**src/rtl/sc_bitstream_encoder.sv**
```systemverilog
// Binary-to-stochastic encoder: double-buffered input, one frame of 2**width
// low-discrepancy (out1) and unary (out2) bits per value, plus a boundary cycle.
module sc_bitstream_encoder #(
   parameter int width = 5
) (
   input  logic             clk,
   input  logic             rst,
   input  logic             enable,
   input  logic             in_valid,
   output logic             in_ready,
   input  logic [width:0]   in_value,
   output logic [width:0]   counter_sob,
   output logic             out1,
   output logic             out2,
   output logic             out_valid,
   output logic             frame_start
);

   localparam logic [width:0] frameLen = {1'b1, {width{1'b0}}};

   typedef enum logic {IDLE, RUN} state_t;

   state_t           state_q;
   logic [width:0]   counter_q;
   logic [width:0]   cur_q;
   logic [width:0]   shadow_q;
   logic             shadowFull_q;
   logic             shadowFull_d;
   logic             inReady_q;
   logic             out1_q;
   logic             out2_q;
   logic             outValid_q;
   logic             frameStart_q;

   logic             accept;
   logic             atBoundary;
   logic             loadShadow;
   logic [width:0]   nextCount;
   logic [width:0]   inValueSat;

   function automatic logic [width-1:0] revBits(input logic [width-1:0] x);
      logic [width-1:0] r;
      for (int i = 0; i < width; i++) begin
         r[i] = x[width-1-i];
      end
      return r;
   endfunction

   // The shadow is only consumed from IDLE or on the boundary cycle, so a frame is never cut short.
   assign accept       = in_valid && inReady_q;
   assign atBoundary   = (state_q == RUN) && (counter_q == frameLen);
   assign loadShadow   = enable && shadowFull_q && ((state_q == IDLE) || atBoundary);
   assign shadowFull_d = accept ? 1'b1 : (loadShadow ? 1'b0 : shadowFull_q);
   assign nextCount    = counter_q + 1'b1;
   assign inValueSat   = (in_value > frameLen) ? frameLen : in_value;

   always_ff @(posedge clk or negedge rst) begin
      if (!rst) begin
         state_q      <= IDLE;
         counter_q    <= '0;
         cur_q        <= '0;
         shadow_q     <= '0;
         shadowFull_q <= 1'b0;
         inReady_q    <= 1'b1;
         out1_q       <= 1'b0;
         out2_q       <= 1'b0;
         outValid_q   <= 1'b0;
         frameStart_q <= 1'b0;
      end else begin
         shadowFull_q <= shadowFull_d;
         inReady_q    <= !shadowFull_d;
         if (accept) begin
            shadow_q <= inValueSat;
         end
         out1_q       <= 1'b0;
         out2_q       <= 1'b0;
         outValid_q   <= 1'b0;
         frameStart_q <= 1'b0;
         if (enable) begin
            case (state_q)
               IDLE: begin
                  counter_q <= '0;
                  if (loadShadow) begin
                     cur_q        <= shadow_q;
                     state_q      <= RUN;
                     outValid_q   <= 1'b1;
                     frameStart_q <= 1'b1;
                     out1_q       <= (shadow_q != '0);
                     out2_q       <= (shadow_q != '0);
                  end
               end
               RUN: begin
                  if (atBoundary) begin
                     counter_q <= '0;
                     if (loadShadow) begin
                        cur_q        <= shadow_q;
                        outValid_q   <= 1'b1;
                        frameStart_q <= 1'b1;
                        out1_q       <= (shadow_q != '0);
                        out2_q       <= (shadow_q != '0);
                     end else begin
                        state_q <= IDLE;
                     end
                  end else begin
                     counter_q <= nextCount;
                     if (nextCount != frameLen) begin
                        outValid_q <= 1'b1;
                        out1_q     <= ({1'b0, revBits(nextCount[width-1:0])} < cur_q);
                        out2_q     <= ({1'b0, nextCount[width-1:0]} < cur_q);
                     end
                  end
               end
            endcase
         end
      end
   end

   assign in_ready    = inReady_q;
   assign counter_sob = counter_q;
   assign out1        = out1_q;
   assign out2        = out2_q;
   assign out_valid   = outValid_q;
   assign frame_start = frameStart_q;

endmodule

```
**config.mk**
```make
export PLATFORM = sky130hd
export DESIGN_NAME = sc_bitstream_encoder
export DESIGN_NICKNAME = d
export VERILOG_FILES = /design/src/rtl/sc_bitstream_encoder.sv
export SDC_FILE = /design/constraint.sdc
export NUM_CORES = 1
export LEC_CHECK = 0
export ABC_AREA = 0
export BUFFER_PORTS_ARGS = -buffer_cell sky130_fd_sc_hd__buf_2
export CAP_MARGIN = 20
export CORE_AREA = 3 3 62 64
export DETAILED_ROUTE_END_ITERATION = 10
export DIE_AREA = 0 0 65 67
export SETUP_SLACK_MARGIN = 0.1
export SYNTH_ARGS = -nofsm -noshare
export SYNTH_HDL_FRONTEND = slang
export SYNTH_SLANG_ARGS = --single-unit
```
**constraint.sdc**
```tcl
create_clock -name clk -period 1.88 [get_ports clk]
set_input_delay 0.376 -clock clk [delete_from_list [all_inputs] [get_ports clk]]
set_output_delay 0.376 -clock clk [all_outputs]
set_load 0.005 [all_outputs]
```
[Word-level counts from Yosys, hierarchy flattened]
Index checks and enable logic that the tools add are counted.
Operators by class
  add/sub/neg operators: 1
  $lt $le $gt $ge: 3
  equality and inequality tests: 3
  multiplexer cells: 27
  bitwise gates (word level): 1
  reduce and logical (&&, ||, !) cells: 8
Operators by type and width (number)
  $mux 6: 4
  $pmux 6 s2: 2
  $mux 1: 16
  $lt 5x6->1: 2
  $pmux 1 s2: 5
  $add 6x1->6 const B: 1
  $eq 6x6->1 const B: 1
  $gt 6x6->1 const B: 1
  $ne 6x6->1 const B: 1
  $reduce_bool 6->1: 1
  $logic_and 1x1->1: 4
  $ne 2x1->1 const B: 1
  $reduce_and 2->1: 1
  $logic_not 1->1: 1
  $logic_or 1x1->1: 1
  $not 1->1: 1
Word-level totals
  register bits: 25
  input bits: 10
  logic and storage cells: 53

[Logic depth before layout (Yosys ltp)]
  depth in word-level cells: 8
  mapped depth: 8
  gate-level depth less buffers: 8

[Worst setup path after synthesis]
No wires, ideal clock.
  kind: reg-to-reg
  from: register counter_q[0], in the netlist counter_sob[0]
  to: register out2_q, in the netlist out2
  library setup time: 0.078 ns
  data arrival time: 1.741 ns
  data required time: 1.802 ns
  path slack: 0.061 ns
  cell stages (with the launch flop): 9
  buffers on the path: 0
  cell sequence: dfrtp_1 ha_1 xor2_1 ha_1 a21o_1 a31oi_1 o21a_1 o21ai_0 a21oi_1
On the way
  cells in the longest elaborated chain, start to end: 8
  elaborated cells on any way between the ends: 12
  classes of those cells: add/sub: 1; order compare: 1; eq/ne: 2; mux: 5; reduce/logical: 3
RTL lines
  start: declaration: RTL line 24  | logic [width:0] counter_q;
  start signal: assignment: RTL line 105  | counter_q <= nextCount;
  branches (longest 6 deep; another with $add 6x1->6)
  $pmux 1 s2 *: RTL line 80  | case (state_q)
  $mux 1 *: RTL line 79  | if (enable) begin
  end signal: assignment: RTL line 89  | out2_q <= (shadow_q != '0);
  end signal: assignment: RTL line 100  | out2_q <= (shadow_q != '0);
  end signal: assignment: RTL line 109  | out2_q <= ({1'b0, nextCount[width-1:0]} < cur_q);
  end: declaration: RTL line 31  | logic out2_q;
Every way passes the cells marked *.
A chain may end at the register's enable or synchronous reset.

[Worst setup path after layout]
  from: register counter_q[1], in the netlist counter_sob[1]
  to: register out2_q, in the netlist out2
The elaborated chain is that of the path after synthesis.

==> flow_metrics.py <==
metrics = {
    "final_layout": {
        "area_delta_synth_final_pct": 20.2,
        "final_nets": 183,
        "final_cells": 209,
        "final_common_cell": "dfrtp_1",
        "final_cell_mix": "24 x dfrtp_1, 20 x nand2_1, 20 x buf_2",
        "drive_above_1_share_pct": 29.4,
        "antenna_cells": 0,
        "num-fill-cells": 332,
        "final_core_util_pct": 47.3,
    },
    "yosys": {
        "synth-seq-cells": 25,
        "netlist_instances": 132,
        "yosysTopAreaCellShare_pct": 45.8,
        "synthFlopType": "dfrtp_1",
        "synth.avg_cell_area_um2": 9.94,
        "synth_seq_area_share_pct": 47.8,
        "post-synth-top-area-cell": "dfrtp_1",
        "synthTopCellsByArea": "dfrtp_1 46%, ha_1 8.6%, nand2_1 5.7%, o21ai_0 5.7%, inv_1 2.9%",
        "yosys_warnings": 0,
        "async_reset_ff_share_pct": 100,
        "syn_nets": 151,
        "mappedNetlistArea_mm2": 0.00131,
        "synth-edff-count": 0,
        "synthDistinctLibCells": 36,
    },
    "clock_tree": {
        "tritoncts": "done",
        "cts_sinks": 25,
        "insertion_delay_ns": 0.32,
        "cts_buffers": 3,
        "clk_pin_slew_worst_paths_ns": 0.14,
        "clockBufferDepth": 2,
        "htree_levels": 1,
        "cts_root_buffer": "clkbuf_4",
    },
    "setup_path": {
        "endpoint_kind": "flop",
        "cp_num_buf_inv": 0,
        "crit_cells": 8,
        "worstSetupStartpointType": "flop",
        "crit_family": "compound AO/OA/AOI/OAI gates",
        "arrival_ns": 2.08,
        "critPathKind": "flop to flop",
        "crit_path_cell_trace": "ha_4 -> xor2_1 -> ha_1 -> a21o_1 -> a31oi_1 -> o21a_1 -> o21ai_1 -> a21oi_1",
        "max_stage_delay_ns": 0.44,
        "reg2regPathDepth": 8,
        "required_ns": 2.14,
        "crit_slowest_cell": "dfrtp_1",
        "cp_max_fo": 5,
    },
    "sta": {
        "finalHoldViolations": 0,
        "slew_headroom_pct": 63.5,
        "skew_ns": 0.00468,
        "min_period_over_period_pct": 96.8,
        "whs_ns": 0.0146,
        "rsz0062_at_grt": "yes",
        "maxClockFrequency_mhz": 550,
        "slew_viol_final": 0,
        "tightest_slew_ns": 0.547,
        "fin_crit_ns": 1.82,
        "setup_viol": 0,
    },
    "routing": {
        "vias": 1027,
        "drtAntennaViolNets": 0,
        "wire_per_inst_um": 12.5,
        "wirelength_um": 2620,
        "dr.pass1.iters": 4,
        "post-route-drc-count": 0,
        "via_per_inst": 4.91,
        "drt-initial-drc-count": 47,
    },
    "placed_design": {
        "dpl.cell_count": 201,
        "numPortBuffers": 20,
        "gp_congestion": 0.799,
        "dpl.hpwl_um": 1930,
    },
    "power": {
        "p_per_area_mw_per_mm2": 1740,
        "leakagePower_uw": 0.000757,
        "ir_drop_mv": 0.674,
    },
    "floorplan": {
        "io_pins": 21,
        "std_cell_rows": 21,
        "coreArea_mm2": 0.00334,
        "die_h_um": 67,
        "start_util_pct": 39.3,
        "dieArea_mm2": 0.00436,
        "die_w_um": 65,
    },
    "grt": {
        "grt_util_all_layers_pct": 13.7,
        "grt_pass1_vias": 982,
        "antenna_found_initial": 0,
        "grt.overflow.total": 0,
        "grt_pass1_wl_um": 4560,
        "grt_max_degree": 26,
    },
    "run": {
        "maxCapViolCount": 0,
    },
    "min_path": {
        "hold_class": "input pin to async pin",
    },
    "status": {
        "status": "finished, final reports clean",
    },
}
layer usage:
layer | global-route usage (%) | vias to the layer above | part of all wire [%]
met5 | 0 | - | 0
met4 | 7.65 | 0 | 2.1
met3 | 1.85 | 5 | 3.6
met2 | 22.0 | 21 | 47
met1 | 17.9 | 484 | 47
li1 | - | 517 | -
synth_stat cells (2+ instances only):
cell      number
inv_1         10
a21o_1         3
mux2_2         2
nand2_1       20
nand3_1        4
xnor2_1        2
nand2b_1       5
nor3_1         2
clkbuf_1       2
dfrtp_1       24
o21a_1         2
nor3b_1        2
ha_1           9
o21ai_0       15
nor2_1         4
a21oi_1        6
final cells by class:
cell class	instances	area [um2]	area share, %
Inverter	11	41.3	2.62
Multi-Input combinational cell	93	651	41.2
Sequential cell	25	627	39.7
Tap cell	46	57.6	3.65
Timing Repair Buffer	30	175	11.1
Clock buffer	4	26.3	1.67
per-stage QoR:
step           setup WS (ns)  cell area, um2  total power (uW)  setup TNS, ns
6_report              0.0606            1580              2740              0
5_1_grt              -0.0279            1580              3000        -0.0556
4_1_cts               0.0610            1580              2750              0
3_5_place_dp          0.0204            1500              2350              0
3_3_place_gp          0.0633            1500              2320              0
2_1_floorplan          0.111            1320              1930              0
power by group:
group	switching [uW]	total, uW	internal [uW]
registers	185	972	787
logic	765	1520	757
clock network	161	244	83.1
state kept, by name (all words and copies together), names as in the netlist:
name and cells:
out2 1, state_q 1, shadow_q 6, shadowFull_q 1, frame_start 1, out1 1
cur_q 6, in_ready 1, counter_sob 6, out_valid 1
timing repair:
| item | in CTS | in global routing |
|---|---|---|
| endpoints found under the setup margin | 2 | 2 |
| buffers inserted | 4 | 0 |
| gates resized for setup | 5 | 1 |
| pin swaps | 6 | 0 |
| hold buffers | 0 | 0 |
| hold endpoints to repair | 0 | 0 |
final timing paths:
| check | start | end | slack, ns |
|---|---|---|---|
| min in group clk | in_value[1] | shadow_q[1] | 0.29 |
| max reg2reg | counter_sob[1] | out2 | 0.06 |
| min reg2reg | shadowFull_q | in_ready | 0.49 |
| max | counter_sob[1] | out2 | 0.06 |
| max in group asynchronous | rst | in_ready | 1.50 |
| min | rst | counter_sob[3] | 0.01 |
logic make-up (layout without fill, tap and decap cells):
kind of cell	count (synthesis)	after routing	share of synthesized area, %
adder cells (fa/ha/maj)	9	9	8.58
XOR/XNOR	3	3	2.00
flip-flops	25	25	47.8
multiplexers	4	4	3.62
buffers and inverters	14	45	4.58
AND/OR/NAND/NOR	43	43	16.6
AO/OA/AOI/OAI	34	34	16.9
Note: power is estimated with default switching activity, not from simulation.
